--- src/rtl/display_pkg.sv ---
// display_pkg: pixel-format encodings, FSM states and per-format sizing helpers
package display_pkg;

    typedef enum logic [1:0] {
        M_GRAY32 = 2'd0,
        M_RGB32  = 2'd1,
        M_GRAY8  = 2'd2,
        M_RSVD   = 2'd3
    } mode_t;

    typedef enum logic [1:0] {
        S_IDLE,
        S_FETCH,
        S_RUN,
        S_DRAIN
    } state_t;

    // Pixels carried by one memory word; the reserved code unpacks as GRAY32.
    function automatic int unsigned ppw(input logic [1:0] m, input int unsigned mem_w);
        return (m == M_GRAY8) ? mem_w / 8 : mem_w / 32;
    endfunction

    // Memory words needed for one frame.
    function automatic int unsigned wpf(input logic [1:0] m, input int unsigned pixels,
                                        input int unsigned mem_w);
        return pixels / ppw(m, mem_w);
    endfunction

endpackage

--- src/rtl/pixel_unpack.sv ---
// pixel_unpack: holds the word being unpacked and emits one pixel per unstalled cycle
//   mode_i      pixel format of the current frame
//   word_i/_v_i buffered next word offered by the fetcher
//   fifo_full_i downstream back-pressure; index and data_o hold while high
//   data_o      current pixel {R,G,B}; pix_valid_o means data_o is pending
//   load_o      word_i taken this cycle; last_o last pixel of the word written
module pixel_unpack
    import display_pkg::*;
#(
    parameter int MEM_W = 256
) (
    input  logic             clk,
    input  logic             rst,
    input  logic [1:0]       mode_i,
    input  logic [MEM_W-1:0] word_i,
    input  logic             word_v_i,
    input  logic             fifo_full_i,
    output logic [23:0]      data_o,
    output logic             pix_valid_o,
    output logic             load_o,
    output logic             last_o
);

    localparam int IW = $clog2(MEM_W / 8);

    logic [MEM_W-1:0] word_q, word_d;
    logic [IW-1:0]    idx_q, idx_d;
    logic             valid_q, valid_d;
    logic [23:0]      lane;
    logic [7:0]       pbyte;
    logic             wen;

    assign lane        = 24'(word_q >> {idx_q, 5'd0});
    assign pbyte       = 8'(word_q >> {idx_q, 3'd0});
    assign wen         = valid_q & ~fifo_full_i;
    assign last_o      = wen & (idx_q == IW'(ppw(mode_i, MEM_W) - 1));
    // Reloading in the same cycle as the last pixel keeps WEN gap-free across words.
    assign load_o      = word_v_i & (~valid_q | last_o);
    assign pix_valid_o = valid_q;
    assign data_o      = (mode_i == M_GRAY8) ? {3{pbyte}} :
                         (mode_i == M_RGB32) ? lane : {3{lane[7:0]}};

    always_comb begin
        word_d  = word_q;
        idx_d   = idx_q;
        valid_d = valid_q;
        if (load_o) begin
            word_d  = word_i;
            idx_d   = '0;
            valid_d = 1'b1;
        end else if (last_o) begin
            idx_d   = '0;
            valid_d = 1'b0;
        end else if (wen) begin
            idx_d   = idx_q + 1'b1;
        end
    end

    always_ff @(posedge clk or negedge rst) begin
        if (!rst) begin
            word_q  <= '0;
            idx_q   <= '0;
            valid_q <= 1'b0;
        end else begin
            word_q  <= word_d;
            idx_q   <= idx_d;
            valid_q <= valid_d;
        end
    end

endmodule

--- src/rtl/display_dma.sv ---
// display_dma: fetches a frame from the memory arbiter and streams pixels into a FIFO
//   enable          run request, looked at only when idle or at frame end
//   mode/base_addr  frame format and start address, latched at frame start
//   data_rd, mem_ready_data, mem_valid_data, mem_data_addr  read-only arbiter port
//   data_wr, mem_rw_data  tied off (never writes)
//   fifo_full, data_out, WEN  pixel FIFO port
//   frame_done, busy      frame status
module display_dma
    import display_pkg::*;
#(
    parameter int H_RES  = 640,
    parameter int V_RES  = 480,
    parameter int MEM_W  = 256,
    parameter int ADDR_W = 28
) (
    input  logic              clk,
    input  logic              rst,
    input  logic              enable,
    input  logic [1:0]        mode,
    input  logic [ADDR_W-1:0] base_addr,
    input  logic [MEM_W-1:0]  data_rd,
    input  logic              mem_ready_data,
    output logic [MEM_W-1:0]  data_wr,
    output logic              mem_rw_data,
    output logic [ADDR_W-1:0] mem_data_addr,
    output logic              mem_valid_data,
    input  logic              fifo_full,
    output logic [23:0]       data_out,
    output logic              WEN,
    output logic              frame_done,
    output logic              busy
);

    localparam int unsigned NPIX = H_RES * V_RES;
    localparam int          CW   = $clog2(NPIX + 1);

    state_t            state_q, state_d;
    logic [1:0]        mode_q, mode_d;
    logic [ADDR_W-1:0] addr_q, addr_d;
    logic [CW-1:0]     cnt_q, cnt_d;
    logic              valid_q, valid_d;
    logic [MEM_W-1:0]  buf_q, buf_d;
    logic              buf_v_q, buf_v_d;
    logic              cap, load, last, pix_valid, done, start;

    pixel_unpack #(.MEM_W(MEM_W)) u_unpack (
        .clk         (clk),
        .rst         (rst),
        .mode_i      (mode_q),
        .word_i      (buf_q),
        .word_v_i    (buf_v_q),
        .fifo_full_i (fifo_full),
        .data_o      (data_out),
        .pix_valid_o (pix_valid),
        .load_o      (load),
        .last_o      (last)
    );

    // Stray ready strobes with nothing outstanding are ignored.
    assign cap   = valid_q & mem_ready_data;
    // Every word is fetched in DRAIN, so an empty buffer means this is the frame's final pixel.
    assign done  = last & ~buf_v_q & (state_q == S_DRAIN);
    assign start = enable & ((state_q == S_IDLE) | done);

    always_comb begin
        state_d = state_q;
        mode_d  = mode_q;
        addr_d  = addr_q;
        cnt_d   = cnt_q;
        valid_d = valid_q;
        buf_d   = buf_q;
        buf_v_d = buf_v_q;
        if (load) buf_v_d = 1'b0;
        // A read only issues with the buffer empty, so capture never collides with load.
        if (cap) begin
            valid_d = 1'b0;
            buf_d   = data_rd;
            buf_v_d = 1'b1;
            addr_d  = addr_q + ADDR_W'(MEM_W / 32);
            cnt_d   = cnt_q + 1'b1;
            state_d = (cnt_q == CW'(wpf(mode_q, NPIX, MEM_W) - 1)) ? S_DRAIN : S_RUN;
        end
        if ((state_q == S_FETCH || state_q == S_RUN) && !valid_q && !buf_v_q) valid_d = 1'b1;
        if (done) state_d = S_IDLE;
        if (start) begin
            state_d = S_FETCH;
            mode_d  = mode;
            addr_d  = base_addr;
            cnt_d   = '0;
        end
    end

    always_ff @(posedge clk or negedge rst) begin
        if (!rst) begin
            state_q <= S_IDLE;
            mode_q  <= '0;
            addr_q  <= '0;
            cnt_q   <= '0;
            valid_q <= 1'b0;
            buf_q   <= '0;
            buf_v_q <= 1'b0;
        end else begin
            state_q <= state_d;
            mode_q  <= mode_d;
            addr_q  <= addr_d;
            cnt_q   <= cnt_d;
            valid_q <= valid_d;
            buf_q   <= buf_d;
            buf_v_q <= buf_v_d;
        end
    end

    assign data_wr        = '0;
    assign mem_rw_data    = 1'b0;
    assign mem_data_addr  = addr_q;
    assign mem_valid_data = valid_q;
    assign WEN            = pix_valid & ~fifo_full;
    assign frame_done     = done;
    assign busy           = (state_q != S_IDLE);

endmodule
--- config.mk ---
export PLATFORM = sky130hd
export DESIGN_NAME = display_dma
export DESIGN_NICKNAME = d
export VERILOG_FILES = /design/src/rtl/display_pkg.sv /design/src/rtl/pixel_unpack.sv /design/src/rtl/display_dma.sv
export SDC_FILE = /design/constraint.sdc
export NUM_CORES = 1
export LEC_CHECK = 0
export BUFFER_PORTS_ARGS = -buffer_cell sky130_fd_sc_hd__buf_2
export CAP_MARGIN = 0
export CORE_MARGIN = 2
export CORE_UTILIZATION = 50
export CTS_CLUSTER_SIZE = 14
export DETAILED_ROUTE_END_ITERATION = 8
export PLACE_DENSITY_LB_ADDON = 0.15
export RECOVER_POWER = 50
export SLEW_MARGIN = 40
export SYNTH_ARGS = -nofsm -noshare
export SYNTH_HDL_FRONTEND = slang
export SYNTH_SLANG_ARGS = --single-unit
--- constraint.sdc ---
create_clock -name clk -period 7.6 [get_ports clk]
set_input_delay 1.9 -clock clk [delete_from_list [all_inputs] [get_ports clk]]
set_output_delay 1.9 -clock clk [all_outputs]
set_load 0.05 [all_outputs]
== Yosys cells after proc, flatten, opt, wreduce, memory -nomap -nowiden ==
Index checks and enable logic that the tools add are counted.
Word-level totals
  register bits after elaboration: 571
Operators by class
  add/sub/neg operators: 5
  divide/modulo/power cells: 1
  equality and inequality tests: 7
  shifts and indexed selects: 2
  multiplexer cells: 20
  bitwise operators: 12
  reductions and logical operators: 13
Operator list (number)
  256-bit by 10-bit >> shifter with 24-bit output: 1
  256-bit by 8-bit >> shifter with 8-bit output: 1
  28-bit two-way mux: 2
  24-bit two-way mux: 2
  19-bit two-way mux: 2
  19-bit by 32-bit divider with 32-bit output, first input constant: 1
  28-bit by 4-bit adder with 28-bit output, second input constant: 1
  19-bit by 1-bit adder with 19-bit output, second input constant: 1
  19-bit equality test: 1
  19-bit by 1-bit subtractor with 19-bit output, second input constant: 1
  5-bit two-way mux: 3
  2-bit nonzero test: 5
  1-bit AND: 7
  1-bit two-way mux: 7
  2-bit equality test, second input constant: 3
  2-bit two-way mux: 3
  6-bit two-way mux: 1
  3-bit nonzero test: 2
  5-bit by 1-bit adder with 5-bit output, second input constant: 1
  5-bit equality test: 1
  5-bit by 1-bit subtractor with 5-bit output, second input constant: 1
  2-bit by 1-bit equality test with 1-bit output, second input constant: 2
  1-bit inverter: 3
  1-bit logical AND: 2
  4 further kinds: 6

== Depth between registers and ports, before layout ==
  depth after elaboration: 10
  mapped depth: 11
  depth with buffers taken out: 7

== Modules after synthesis ==
A second synthesis with hierarchy kept.
Unflattened totals
  cells, all modules: 2732
  area, all modules: 29141.7 µm²
By module, submodules not included
  pixel_unpack: instances 1, cells each 1079, area each 14876.8 µm²
  display_dma: instances 1, cells each 1653, area each 14264.9 µm²

== Least setup slack after synthesis ==
OpenSTA, ideal clock, no wires.
  path kind: input-to-output
  start point: input port fifo_full
  end point: output port frame_done
  arrival time: 2.834 ns
  data required time: 5.700 ns
  path slack: 2.866 ns
  stages on the path: 5
  path through: nor2b_1 > buf_6 > and3_4 > o21a_4 > and3_4
On the way
  word-level cells in the longest chain between the ends: 5
Ends and longest elaborated chain
  from (decl): RTL line display_dma.sv:27  | input logic fifo_full,
  1-bit inverter
  1-bit AND
  net WEN: RTL line display_dma.sv:29  | output logic WEN,
  1-bit AND: RTL line pixel_unpack.sv:36  | assign last_o = wen & (idx_q == IW'(ppw(mode_i, MEM_W) - 1));
  1-bit AND (2 in series): RTL line display_dma.sv:62  | assign done = last & ~buf_v_q & (state_q == S_DRAIN);
  to (decl): RTL line display_dma.sv:30  | output logic frame_done,
The timed path passes the listed nets, and every way through them passes these cells.

== Worst setup path in the final report ==
  start point: register u_unpack.idx_q[0]
  end point: output port data_out[4]
On the way
  word-level cells in the longest chain between the ends: 3
Ends and longest elaborated chain
  from (decl): RTL line pixel_unpack.sv:27  | logic [IW-1:0] idx_q, idx_d;
  from (signal assigned): RTL line pixel_unpack.sv:66  | idx_q <= idx_d;
  256-bit by 10-bit >> shifter with 24-bit output: RTL line pixel_unpack.sv:33  | assign lane = 24'(word_q >> {idx_q, 5'd0});
  24-bit two-way mux: RTL line pixel_unpack.sv:41  | (mode_i == M_RGB32) ? lane : {3{lane[7:0]}};
  24-bit two-way mux *: RTL line pixel_unpack.sv:40  | assign data_o = (mode_i == M_GRAY8) ? {3{pbyte}} :
  to (decl): RTL line display_dma.sv:28  | output logic [23:0] data_out,
Every way passes the cells marked *; elsewhere a longest branch is shown, timed or not.

==> run summary <==
Setup slack, reg-to-reg -> 3.27 ns
Cell taking the most area after synthesis -> dfrtp_1
R2R depth -> 4
Cell area after synthesis -> 28,000 sq um
Final GP Congestion -> 1.02
Clock Power Share -> 0.222
Vias in the first global route -> 19,400
Synthesized area per cell -> 10.5 sq um
Async SR Flop Fraction -> 1.00
Routed Antenna Nets -> 0
Die X -> 241 microns
Setup CP Type -> reg2out
H-tree level count -> 2
Min Clock Period, post-route -> 5.95 ns
Area contributors post-synth -> dfrtp_1, nand2_1, mux2_2
Detailed Routing Iterations Pass 1 -> 5
Clock buffer depth -> 3
Overall Global Routing Usage -> 0.274
Type of origin of the critical path -> flip-flop
Residual DRC -> 0
Die Area -> 57,900 sq um
Reg2reg start -> mem_valid_data$_DFFE_PN0P_
Psw -> 5290 uW
Clock skew -> 0.0220 ns
Crit path DAT -> 4.05 ns
GRT Residual Overflow -> 0
Comb pwr share -> 0.350
Die Height -> 241 microns
Clock root buffer -> clkbuf_16
Pint -> 7730 uW
Pleak -> 0.0160 uW
Worst slew pin tran -> 3.03 ns
Initial Util -> 0.507
Rel. slew slack -> -1.02
Fmax -> 0.168 GHz
Initial antenna violation count -> 4
Row cnt -> 86
Worst path cell trace -> buf_12 > buf_16 > mux4_2 > mux2_2 > nand2_1 > a31oi_1 > o21bai_1 > buf_2
Sum Neg Setup Slack -> 0 ns
Flops & latches, synth -> 571
Commonest cells post-synth -> nand2_1, dfrtp_1, buf_4
NumNets Final -> 3,254
Slowest-stage cell, CP -> dfrtp_4
Post-CTS Hold Fix Bufs -> 0
Total number of vias -> 19,800
Num Clock Sinks -> 571
Clock slew seen by the registers of the worst setup and hold paths -> 0.06 ns
CTS Buf Count -> 59
Hold path depth -> 2
WL final -> 80.4 mm
Status -> finished, violations left
Worst IR drop on VDD -> 419 uV
# port buffers -> 346
Critical Path Source -> u_unpack.idx_q[0]$_DFFE_PN0P_
RSZ-0062 raised after global routing -> no
Slowest Stage Delay on Critical Path -> 0.86 ns
Final Hold Fails -> 0
Ys flop type -> dfrtp_1
Sequential power share -> 0.428
Final Setup Violations -> 0
Ys Warns -> 0
Seq/Total Area, Yosys -> 0.510
CP Capture Type -> output pin
CTS tree -> yes
Slew Viols, Final -> 369
First-pass GRT wire length -> 118 mm
Detailed placer's ending HPWL -> 60.4 mm
Clk Latency, worst-skew pair -> 0.63 ns
Period utilisation layout -> 0.783
Hold Path Class -> reg2reg
Vias/cell -> 5.27
Post-CTS Resized -> 0
Total power -> 13,000 uW
Core box area -> 55,200 sq um
RR Endpoint -> buf_q[26]$_DFFE_PN0P_
Fillers -> 4,924
Sw Ratio -> 0.407
Number of synthesized flops with an enable pin -> 0
Routed WL per cell -> 21.4 microns
Capture point of the critical path -> data_out[4]
Share of cells above drive strength 1 -> 0.247
Syn Inst Count -> 2,677
Synth unique cells -> 57
Post-CTS Setup Repair Bufs -> 0
Cell with the most instances after synthesis -> nand2_1
Synth top area share -> 0.510
Failing checks -> max-capacitance violations, max-slew violations
Largest net degree at the start of global routing -> 146
PwrDens -> 418 nW/um^2
IO Pins -> 604
Area Overhead vs Synth -> 11.3%
First DRT Iteration DRCs -> 1,907
CP max FO -> 94
Max-cap viol count -> 6
CP Data Required Time -> 5.70 ns
==> layout make-up <==
class                      instances  area [sq um]  area share
clock buffer                      82          1680      0.0540
multi-input combinational       1943         11900       0.382
antenna                            3          7.51    0.000241
tap                              748           936      0.0300
clock inverter                    25           255     0.00819
timing repair buffer             372          2040      0.0655
inverter                          11          41.3     0.00132
sequential                       571         14300       0.459
==> worst min path at each step <==
stage                              to  slack, ns                    from
2_1_floorplan    buf_q[0]$_DFFE_PN0P_       0.44    buf_q[0]$_DFFE_PN0P_
3_3_place_gp   buf_q[119]$_DFFE_PN0P_       0.45  buf_q[119]$_DFFE_PN0P_
3_5_place_dp    buf_q[46]$_DFFE_PN0P_       0.46   buf_q[46]$_DFFE_PN0P_
4_1_cts         buf_q[72]$_DFFE_PN0P_       0.47   buf_q[72]$_DFFE_PN0P_
5_1_grt         buf_q[73]$_DFFE_PN0P_       0.49   buf_q[73]$_DFFE_PN0P_
6_report       buf_q[250]$_DFFE_PN0P_       0.47  buf_q[250]$_DFFE_PN0P_
==> sequential cells by signal, summed over array words and instances (netlist names) <==
name	count
state_q	2
u_unpack.idx_q	5
buf_v_q	1
u_unpack.pix_valid_o	1
mode_q	2
u_unpack.word_q	256
cnt_q	19
mem_data_addr	28
buf_q	256
mem_valid_data	1
==> worst max-delay path: cells and delay by family, from the launching register on <==
kind / cells / cell delay [ns]
AND/OR/NAND/NOR: 1 / 0.07
multiplexers: 2 / 0.86
buffers and inverters: 3 / 1.05
flip-flops: 1 / 0.86
AO/OA/AOI/OAI: 2 / 0.45
==> metal layers <==
metal	track usage	wire length, microns
met3	0.0591	6000
met5	0	37
met2	0.453	39100
met4	0.107	3120
met1	0.354	32100
==> through the flow <==
step / util / area (sq um) / std cells / worst slack [ns] / hold slack [ns]
2_1_floorplan: - / 29000 / 2933 / 2.87 / 0.440
6_report: 0.565 / 31200 / 3755 / 1.65 / 0.473
3_5_place_dp: 0.530 / 29200 / 3644 / 2.27 / 0.457
5_1_grt: 0.565 / 31200 / 3752 / 0.876 / 0.491
3_3_place_gp: 0.528 / 29200 / 3641 / 2.33 / 0.455
4_1_cts: 0.565 / 31200 / 3751 / 1.72 / 0.475
==> cells by family after synthesis <==
group | synth area share
fa+ha+maj | 0.00223
compound gates | 0.0397
buf+inv | 0.0997
flops | 0.510
simple gates | 0.150
xor+xnor | 0.0144
mux | 0.184
other cells | 0.000134
==> placed cells by master, fill, tap and decap left out, types with 29 or more instances in the layout <==
cell / count
a22oi_1: 30
clkbuf_16: 60
a21oi_1: 35
nand2_1: 872
dfrtp_1: 568
mux2_1: 57
mux2_2: 200
mux4_2: 34
nand3_1: 49
nor2_1: 47
mux2i_1: 107
o21ai_0: 29
buf_2: 344
conb_1: 257
==> power by group through the flow <==
| stage | Sequential (uW) | Clock, uW | Combinational [uW] |
|---|---|---|---|
| 3_5_place_dp | 5600 | 0 | 4480 |
| 6_report | 5570 | 2890 | 4560 |
| 5_1_grt | 5670 | 3080 | 4950 |
| 4_1_cts | 5550 | 2960 | 4510 |
| 3_3_place_gp | 5570 | 0 | 4390 |
| 2_1_floorplan | 4840 | 0 | 3670 |
(Power assumes the default switching activity.)
